==> config.mk <==
export PLATFORM = sky130hd
export DESIGN_NAME = regfile_write_arbiter_flat
export DESIGN_NICKNAME = d
export VERILOG_FILES = /design/src/rtl/regfile_arb_pkg.sv /design/src/rtl/regfile_write_arbiter_if.sv /design/src/rtl/regfile_arb_fifo.sv /design/src/rtl/regfile_write_arbiter.sv /design/src/flat_wrapper.sv
export SDC_FILE = /design/constraint.sdc
export NUM_CORES = 1
export LEC_CHECK = 0
export BUFFER_PORTS_ARGS = -buffer_cell sky130_fd_sc_hd__buf_2
export CORE_UTILIZATION = 50
export DETAILED_ROUTE_END_ITERATION = 12
export PLACE_DENSITY = 0.78
export SYNTH_ARGS = -nofsm -noshare
export SYNTH_HDL_FRONTEND = slang
export SYNTH_SLANG_ARGS = --single-unit
==> constraint.sdc <==
create_clock -name clock -period 4.6 [get_ports clock]
set_input_delay 1.15 -clock clock [delete_from_list [all_inputs] [get_ports clock]]
set_output_delay 1.15 -clock clock [all_outputs]
set_load 0.05 [all_outputs]
==> src/rtl/regfile_arb_pkg.sv <==
// rtl/regfile_arb_pkg.sv - shared types and constants for the regfile write arbiter
package regfile_arb_pkg;

    typedef enum logic [1:0] {
        IDLE,
        DRAIN,
        FORCE
    } arb_state_t;

    typedef struct packed {
        logic [4:0]  regNum;
        logic [31:0] data;
    } wr_req_t;

    localparam logic [4:0] REG_ZERO = 5'd0;

    // r0 is hardwired in the regfile, so writes to it are dropped rather than issued
    function automatic logic isWritable(input logic [4:0] r);
        return r != REG_ZERO;
    endfunction

endpackage

==> src/rtl/regfile_write_arbiter_if.sv <==
// rtl/regfile_write_arbiter_if.sv - CPU writeback, game request and regfile write bundle
interface regfile_write_arbiter_if #(
    parameter int FIFO_DEPTH = 4
);
    localparam int CW = $clog2(FIFO_DEPTH) + 1;

    logic          cpu_we;
    logic [4:0]    cpu_reg;
    logic [31:0]   cpu_data;
    logic          cpu_stall;
    logic          game_valid;
    logic          game_ready;
    logic [4:0]    game_reg;
    logic [31:0]   game_data;
    logic          arb_we;
    logic [4:0]    arb_reg;
    logic [31:0]   arb_data;
    logic [CW-1:0] fifo_count;
    logic          err_sticky;

    modport master (
        output cpu_we, cpu_reg, cpu_data, game_valid, game_reg, game_data,
        input  cpu_stall, game_ready, arb_we, arb_reg, arb_data, fifo_count, err_sticky
    );

    modport slave (
        input  cpu_we, cpu_reg, cpu_data, game_valid, game_reg, game_data,
        output cpu_stall, game_ready, arb_we, arb_reg, arb_data, fifo_count, err_sticky
    );

endinterface

==> src/rtl/regfile_arb_fifo.sv <==
// rtl/regfile_arb_fifo.sv - synchronous FIFO of buffered game write requests
module regfile_arb_fifo
    import regfile_arb_pkg::*;
#(
    parameter int DEPTH = 4,
    localparam int AW = $clog2(DEPTH),
    localparam int CW = AW + 1
) (
    input  logic          clock,
    input  logic          ctrl_reset,
    input  logic          push,
    input  wr_req_t       pushData,
    input  logic          pop,
    output wr_req_t       headData,
    output logic          full,
    output logic          empty,
    output logic [CW-1:0] count
);

    wr_req_t       mem [DEPTH];
    logic [AW-1:0] rdPtr;
    logic [AW-1:0] wrPtr;
    logic          doPush;
    logic          doPop;

    assign full     = (count == CW'(DEPTH));
    assign empty    = (count == '0);
    assign doPop    = pop && !empty;
    assign doPush   = push && (!full || doPop);
    assign headData = mem[rdPtr];

    always_ff @(posedge clock) begin
        if (doPush) begin
            mem[wrPtr] <= pushData;
        end
    end

    // Depth is a power of two, so the pointers wrap by plain overflow
    always_ff @(posedge clock or negedge ctrl_reset) begin
        if (!ctrl_reset) begin
            rdPtr <= '0;
            wrPtr <= '0;
            count <= '0;
        end else begin
            if (doPush) begin
                wrPtr <= wrPtr + AW'(1);
            end
            if (doPop) begin
                rdPtr <= rdPtr + AW'(1);
            end
            case ({doPush, doPop})
                2'b10:   count <= count + CW'(1);
                2'b01:   count <= count - CW'(1);
                default: count <= count;
            endcase
        end
    end

endmodule

==> src/rtl/regfile_write_arbiter.sv <==
// rtl/regfile_write_arbiter.sv - shares the regfile write port between CPU writeback and game logic
// Optional macro REGFILE_ARB_PROTECT_EN restricts game writes to [GAME_REG_LO, GAME_REG_HI].
module regfile_write_arbiter
    import regfile_arb_pkg::*;
#(
    parameter int         FIFO_DEPTH   = 4,
    parameter int         STARVE_LIMIT = 8,
    parameter logic [4:0] GAME_REG_LO  = 5'd29,
    parameter logic [4:0] GAME_REG_HI  = 5'd29
) (
    input logic                    clock,
    input logic                    ctrl_reset,
    regfile_write_arbiter_if.slave bus
);

    localparam int CW = $clog2(FIFO_DEPTH) + 1;
    localparam int WW = $clog2(STARVE_LIMIT) + 1;
    localparam logic [WW-1:0] WAIT_MAX = WW'(STARVE_LIMIT - 1);

    if ((FIFO_DEPTH < 2) || ((FIFO_DEPTH & (FIFO_DEPTH - 1)) != 0) ||
        (STARVE_LIMIT < 1) || (GAME_REG_LO > GAME_REG_HI)) begin : gBadParam
        $error("regfile_write_arbiter: illegal parameter combination");
    end

    arb_state_t    state;
    arb_state_t    stateNext;
    logic [WW-1:0] waitCnt;
    logic [WW-1:0] waitNext;
    wr_req_t       head;
    wr_req_t       gameReq;
    logic          fifoFull;
    logic          fifoEmpty;
    logic [CW-1:0] count;
    logic          cpuOwns;
    logic          pop;
    logic          push;
    logic          pushOk;
    logic          lastEntry;
    logic          stallQ;
    logic          arbWe;
    logic [4:0]    arbReg;
    logic [31:0]   arbData;

    assign cpuOwns        = bus.cpu_we && isWritable(bus.cpu_reg);
    assign pop            = !cpuOwns && !fifoEmpty;
    assign bus.game_ready = !fifoFull;
    assign push           = bus.game_valid && bus.game_ready && pushOk;
    assign lastEntry      = pop && (count == CW'(1)) && !push;
    assign gameReq        = '{regNum: bus.game_reg, data: bus.game_data};

`ifdef REGFILE_ARB_PROTECT_EN
    logic errQ;

    // Out-of-range requests are handshaken so the producer never stalls, then dropped
    assign pushOk = (bus.game_reg >= GAME_REG_LO) && (bus.game_reg <= GAME_REG_HI);

    always_ff @(posedge clock or negedge ctrl_reset) begin
        if (!ctrl_reset) begin
            errQ <= 1'b0;
        end else if (bus.game_valid && bus.game_ready && !pushOk) begin
            errQ <= 1'b1;
        end
    end

    assign bus.err_sticky = errQ;
`else
    assign pushOk         = 1'b1;
    assign bus.err_sticky = 1'b0;
`endif

    regfile_arb_fifo #(
        .DEPTH (FIFO_DEPTH)
    ) u_fifo (
        .clock      (clock),
        .ctrl_reset (ctrl_reset),
        .push       (push),
        .pushData   (gameReq),
        .pop        (pop),
        .headData   (head),
        .full       (fifoFull),
        .empty      (fifoEmpty),
        .count      (count)
    );

    always_comb begin
        stateNext = state;
        waitNext  = waitCnt;
        case (state)
            IDLE: begin
                if (push) begin
                    stateNext = DRAIN;
                end
            end
            DRAIN: begin
                if (pop) begin
                    waitNext = '0;
                    if (lastEntry) begin
                        stateNext = IDLE;
                    end
                end else if (cpuOwns) begin
                    waitNext = waitCnt + WW'(1);
                    if (waitNext >= WAIT_MAX) begin
                        stateNext = FORCE;
                    end
                end
            end
            FORCE: begin
                // A CPU that ignores the stall keeps the slot; we hold FORCE until the head gets out
                if (pop) begin
                    waitNext  = '0;
                    stateNext = lastEntry ? IDLE : DRAIN;
                end
            end
            default: stateNext = IDLE;
        endcase
    end

    always_ff @(posedge clock or negedge ctrl_reset) begin
        if (!ctrl_reset) begin
            state   <= IDLE;
            waitCnt <= '0;
            stallQ  <= 1'b0;
            arbWe   <= 1'b0;
            arbReg  <= REG_ZERO;
            arbData <= '0;
        end else begin
            state   <= stateNext;
            waitCnt <= waitNext;
            stallQ  <= (stateNext == FORCE);
            if (cpuOwns) begin
                arbWe   <= 1'b1;
                arbReg  <= bus.cpu_reg;
                arbData <= bus.cpu_data;
            end else if (pop && isWritable(head.regNum)) begin
                arbWe   <= 1'b1;
                arbReg  <= head.regNum;
                arbData <= head.data;
            end else begin
                arbWe   <= 1'b0;
                arbReg  <= REG_ZERO;
                arbData <= '0;
            end
        end
    end

    assign bus.cpu_stall  = stallQ;
    assign bus.arb_we     = arbWe;
    assign bus.arb_reg    = arbReg;
    assign bus.arb_data   = arbData;
    assign bus.fifo_count = count;

endmodule

==> src/flat_wrapper.sv <==
// flat-port wrapper written by rule: the top's interface ports become plain ports
module regfile_write_arbiter_flat import regfile_arb_pkg::*;
#(
    parameter int         FIFO_DEPTH   = 4,
    parameter int         STARVE_LIMIT = 8,
    parameter logic [4:0] GAME_REG_LO  = 5'd29,
    parameter logic [4:0] GAME_REG_HI  = 5'd29
)
  (clock, ctrl_reset, bus_cpu_we, bus_cpu_reg, bus_cpu_data, bus_game_valid, bus_game_reg, bus_game_data, bus_cpu_stall, bus_game_ready, bus_arb_we, bus_arb_reg, bus_arb_data, bus_fifo_count, bus_err_sticky);
  regfile_write_arbiter_if #(.FIFO_DEPTH(FIFO_DEPTH)) bus_i ();
  input logic clock;
  input logic ctrl_reset;
  input wire logic [$bits(bus_i.cpu_we)-1:0] bus_cpu_we;
  input wire logic [$bits(bus_i.cpu_reg)-1:0] bus_cpu_reg;
  input wire logic [$bits(bus_i.cpu_data)-1:0] bus_cpu_data;
  input wire logic [$bits(bus_i.game_valid)-1:0] bus_game_valid;
  input wire logic [$bits(bus_i.game_reg)-1:0] bus_game_reg;
  input wire logic [$bits(bus_i.game_data)-1:0] bus_game_data;
  output wire logic [$bits(bus_i.cpu_stall)-1:0] bus_cpu_stall;
  output wire logic [$bits(bus_i.game_ready)-1:0] bus_game_ready;
  output wire logic [$bits(bus_i.arb_we)-1:0] bus_arb_we;
  output wire logic [$bits(bus_i.arb_reg)-1:0] bus_arb_reg;
  output wire logic [$bits(bus_i.arb_data)-1:0] bus_arb_data;
  output wire logic [$bits(bus_i.fifo_count)-1:0] bus_fifo_count;
  output wire logic [$bits(bus_i.err_sticky)-1:0] bus_err_sticky;
  assign bus_i.cpu_we = bus_cpu_we;
  assign bus_i.cpu_reg = bus_cpu_reg;
  assign bus_i.cpu_data = bus_cpu_data;
  assign bus_i.game_valid = bus_game_valid;
  assign bus_i.game_reg = bus_game_reg;
  assign bus_i.game_data = bus_game_data;
  assign bus_cpu_stall = bus_i.cpu_stall;
  assign bus_game_ready = bus_i.game_ready;
  assign bus_arb_we = bus_i.arb_we;
  assign bus_arb_reg = bus_i.arb_reg;
  assign bus_arb_data = bus_i.arb_data;
  assign bus_fifo_count = bus_i.fifo_count;
  assign bus_err_sticky = bus_i.err_sticky;
  regfile_write_arbiter #(.FIFO_DEPTH(FIFO_DEPTH), .STARVE_LIMIT(STARVE_LIMIT), .GAME_REG_LO(GAME_REG_LO), .GAME_REG_HI(GAME_REG_HI)) u_core (.clock(clock), .ctrl_reset(ctrl_reset), .bus(bus_i));
endmodule
==> metrics.cfg <==
[layout]
drive_gt1_share_pct = 34.6
nFillCells = 1140
area_growth_pct = 17.6
largest_reg_flops = 148
layout.cells.non_filler = 802
final_nets = 670

[timing]
setup_tns_ps = 0
clock_skew_ps = 10.9
rsz0062_at_grt = no
layout_setup_ws_ps = 1550
maxSlewHeadroom_pct = 32.3
hold_ws_ps = 536
worst_slew_pin_slew_ps = 1020
period_minus_slack_ps = 3050
finalCritPeriodShare_pct = 66.2
drv_slew = 0
setup_viol = 0
max_freq_mhz = 328
finalHoldViolations = 0

[worst_setup_path]
worstPathRequired_ps = 4860
max_stage_delay_ps = 730
cp_top_family = compound AO/OA/AOI/OAI gates
worst_ep_arrival_time_ps = 3310
crit_chain = mux4_1 -> or4_4 -> o21ai_4 -> o21ai_0
crit_fanout = 33
criticalPathCategory = reg2reg
worstSetupStartpointType = register
slowest_stage = o21ai_4
path_buf_inv = 0
end_kind = register

[clock_network]
clockRootBuffer = clkbuf_16
clk_latency_ps = 440
tritoncts = built
holdBufCountCts = 0
cts_sinks = 200
cts_buffers = 17
cts_resized = 0
path_clk_slew_ps = 70
h-tree-depth = 4
cts_setup_buffers = 0
ctsLongestPathBuffers = 2

[global_routing]
track_usage_pct = 20.4
grt-ovfl-total = 0
grt_pass1_wl_mm = 23.9
antenna_found_initial = 1
grt_max_degree = 53
grt_pass1_vias = 4612

[routing]
drc_errors = 0
first_iter_violations = 294
ant_nets = 0
first_pass_iters = 5
vias_per_cell = 5.42
dr_total_vias = 4346
wl_per_cell_um = 18.7
wl_mm = 15.0

[yosys]
synth_top_area_cell = edfxtp_1
syn_inst = 453
ys_types = 45
synth_edf_count = 148
netlist_area_um2 = 7820
async_reset_ff_share_pct = 26.0
ys_seq_area_share_pct = 73.5
syn_nets = 546
synth_commonest_cells = 148 x edfxtp_1, 77 x nand2_1, 52 x dfrtp_1, 36 x mux4_2, 35 x o21ai_0
yosysMostFrequentCell = edfxtp_1
netlist_top_cells_area = edfxtp_1 57%, dfrtp_1 17%, mux4_2 10%
yosysWarnings = 0
syn_avg_cell_area_um2 = 17.3
ys_ff_latch = 200
synth_top_cell_area_share_pct = 56.8
synthFlopType = edfxtp_1

[floorplan]
fp.dieH_um = 127
die_w_um = 127
design.die.area_um2 = 16100
num_rows = 45
core-area_um2 = 15300
start_util_pct = 51.2
io_pins = 122

[placement]
hpwl_mm = 9.38
portBuffers = 120
pre_cts_ws_ps = 1420
dpl.cell_count = 769
gp_congestion = 0.818

[power]
ir_drop_mv = 0.430
p_per_area_nw_per_um2 = 661
p_leak_nw = 3.55

[outcome]
outcome = finished clean

[flow_run]
maxCapViolCount = 0

[hold_path]
min_path_type = reg2reg

-- cell type report --
class / count / area (um^2) / share of cell area, %
flip-flops and latches: 200 / 5750 / 62.5
multi-input cells: 220 / 1920 / 20.9
repair buffers: 125 / 638 / 6.94
clock buffers: 20 / 457 / 4.97
well taps: 211 / 264 / 2.87
clock inverters: 12 / 116 / 1.27
inverters: 13 / 48.8 / 0.531
diodes: 1 / 2.50 / 0.0272
-- through the flow --
| stage | power (mW) | utilization (%) | cell area [um^2] |
|---|---|---|---|
| after global placement | 4.61 | 56.5 | 8620 |
| after CTS | 6.13 | 60.2 | 9190 |
| after global routing | 6.39 | 60.2 | 9190 |
| after detailed placement | 4.70 | 56.5 | 8620 |
| final | 6.08 | 60.2 | 9190 |
| after floorplan | 4.19 | - | 7820 |
-- metal layers --
layer  up-vias  GRT usage, %  share of wire, %
met3        24          5.90               5.8
met1      2213          25.8                42
li1       1960             -                 -
met5         -             0                 0
met2       149          34.1                51
met4         0          7.14               1.5
-- final timing paths --
path	cells past startpoint	startpoint	slack, ps	end
worst min-delay path	2	u_core.u_fifo.count[1]	540	u_core.u_fifo.count[1]
worst max-delay path	4	u_core.u_fifo.rdPtr[0]	1550	u_core.bus.arb_data[6]
min in group asynchronous	2	ctrl_reset	850	u_core.u_fifo.count[2]
worst max register to register	4	u_core.u_fifo.rdPtr[0]	1550	u_core.bus.arb_data[6]
max in group asynchronous	2	ctrl_reset	3200	u_core.u_fifo.rdPtr[1]
worst min register to register	2	u_core.u_fifo.count[1]	540	u_core.u_fifo.count[1]
-- worst register-to-register path, cell delays in order, from the launching register on --
cell and delay (ps):
dfrtp_2 660, mux4_1 670, or4_4 550, o21ai_4 730, o21ai_0 270
-- report_power, final --
part,internal [mW],switching (mW)
clock network,0.784,0.656
registers,2.42,0.223
logic,0.698,1.30
total,3.90,2.18
-- placed cells by master, fill, tap and decap left out, drive strengths merged, types with 2 or more instances in the layout --
| cell | synthesis | layout |
|---|---|---|
| a21oi | 2 | 2 |
| a22o | 4 | 4 |
| and3 | 4 | 4 |
| buf | 9 | 125 |
| clkbuf | 11 | 20 |
| clkinv | 1 | 7 |
| dfrtp | 52 | 52 |
| edfxtp | 148 | 148 |
| ha | 15 | 15 |
| inv | 12 | 16 |
| mux2i | 3 | 3 |
| mux4 | 37 | 37 |
| nand2 | 77 | 77 |
| nand3 | 2 | 2 |
| nand4 | 4 | 4 |
| nor2 | 3 | 3 |
| o211ai | 2 | 2 |
| o21ai | 40 | 40 |
| o22ai | 2 | 2 |
| xnor2 | 5 | 5 |
| xor2 | 2 | 2 |
-- logic make-up (layout without fill, tap and decap cells) --
kind of cell | after synthesis | after routing | share of synthesized area, %
compound gates | 59 | 59 | 4.77
xor+xnor | 7 | 7 | 0.784
fa+ha+maj | 15 | 15 | 2.40
buf+inv | 33 | 170 | 2.06
flops | 200 | 200 | 73.5
mux | 40 | 40 | 11.1
other cells | 1 | 2 | 0.0480
simple gates | 98 | 98 | 5.36
Power figures use the tool's default switching activity.
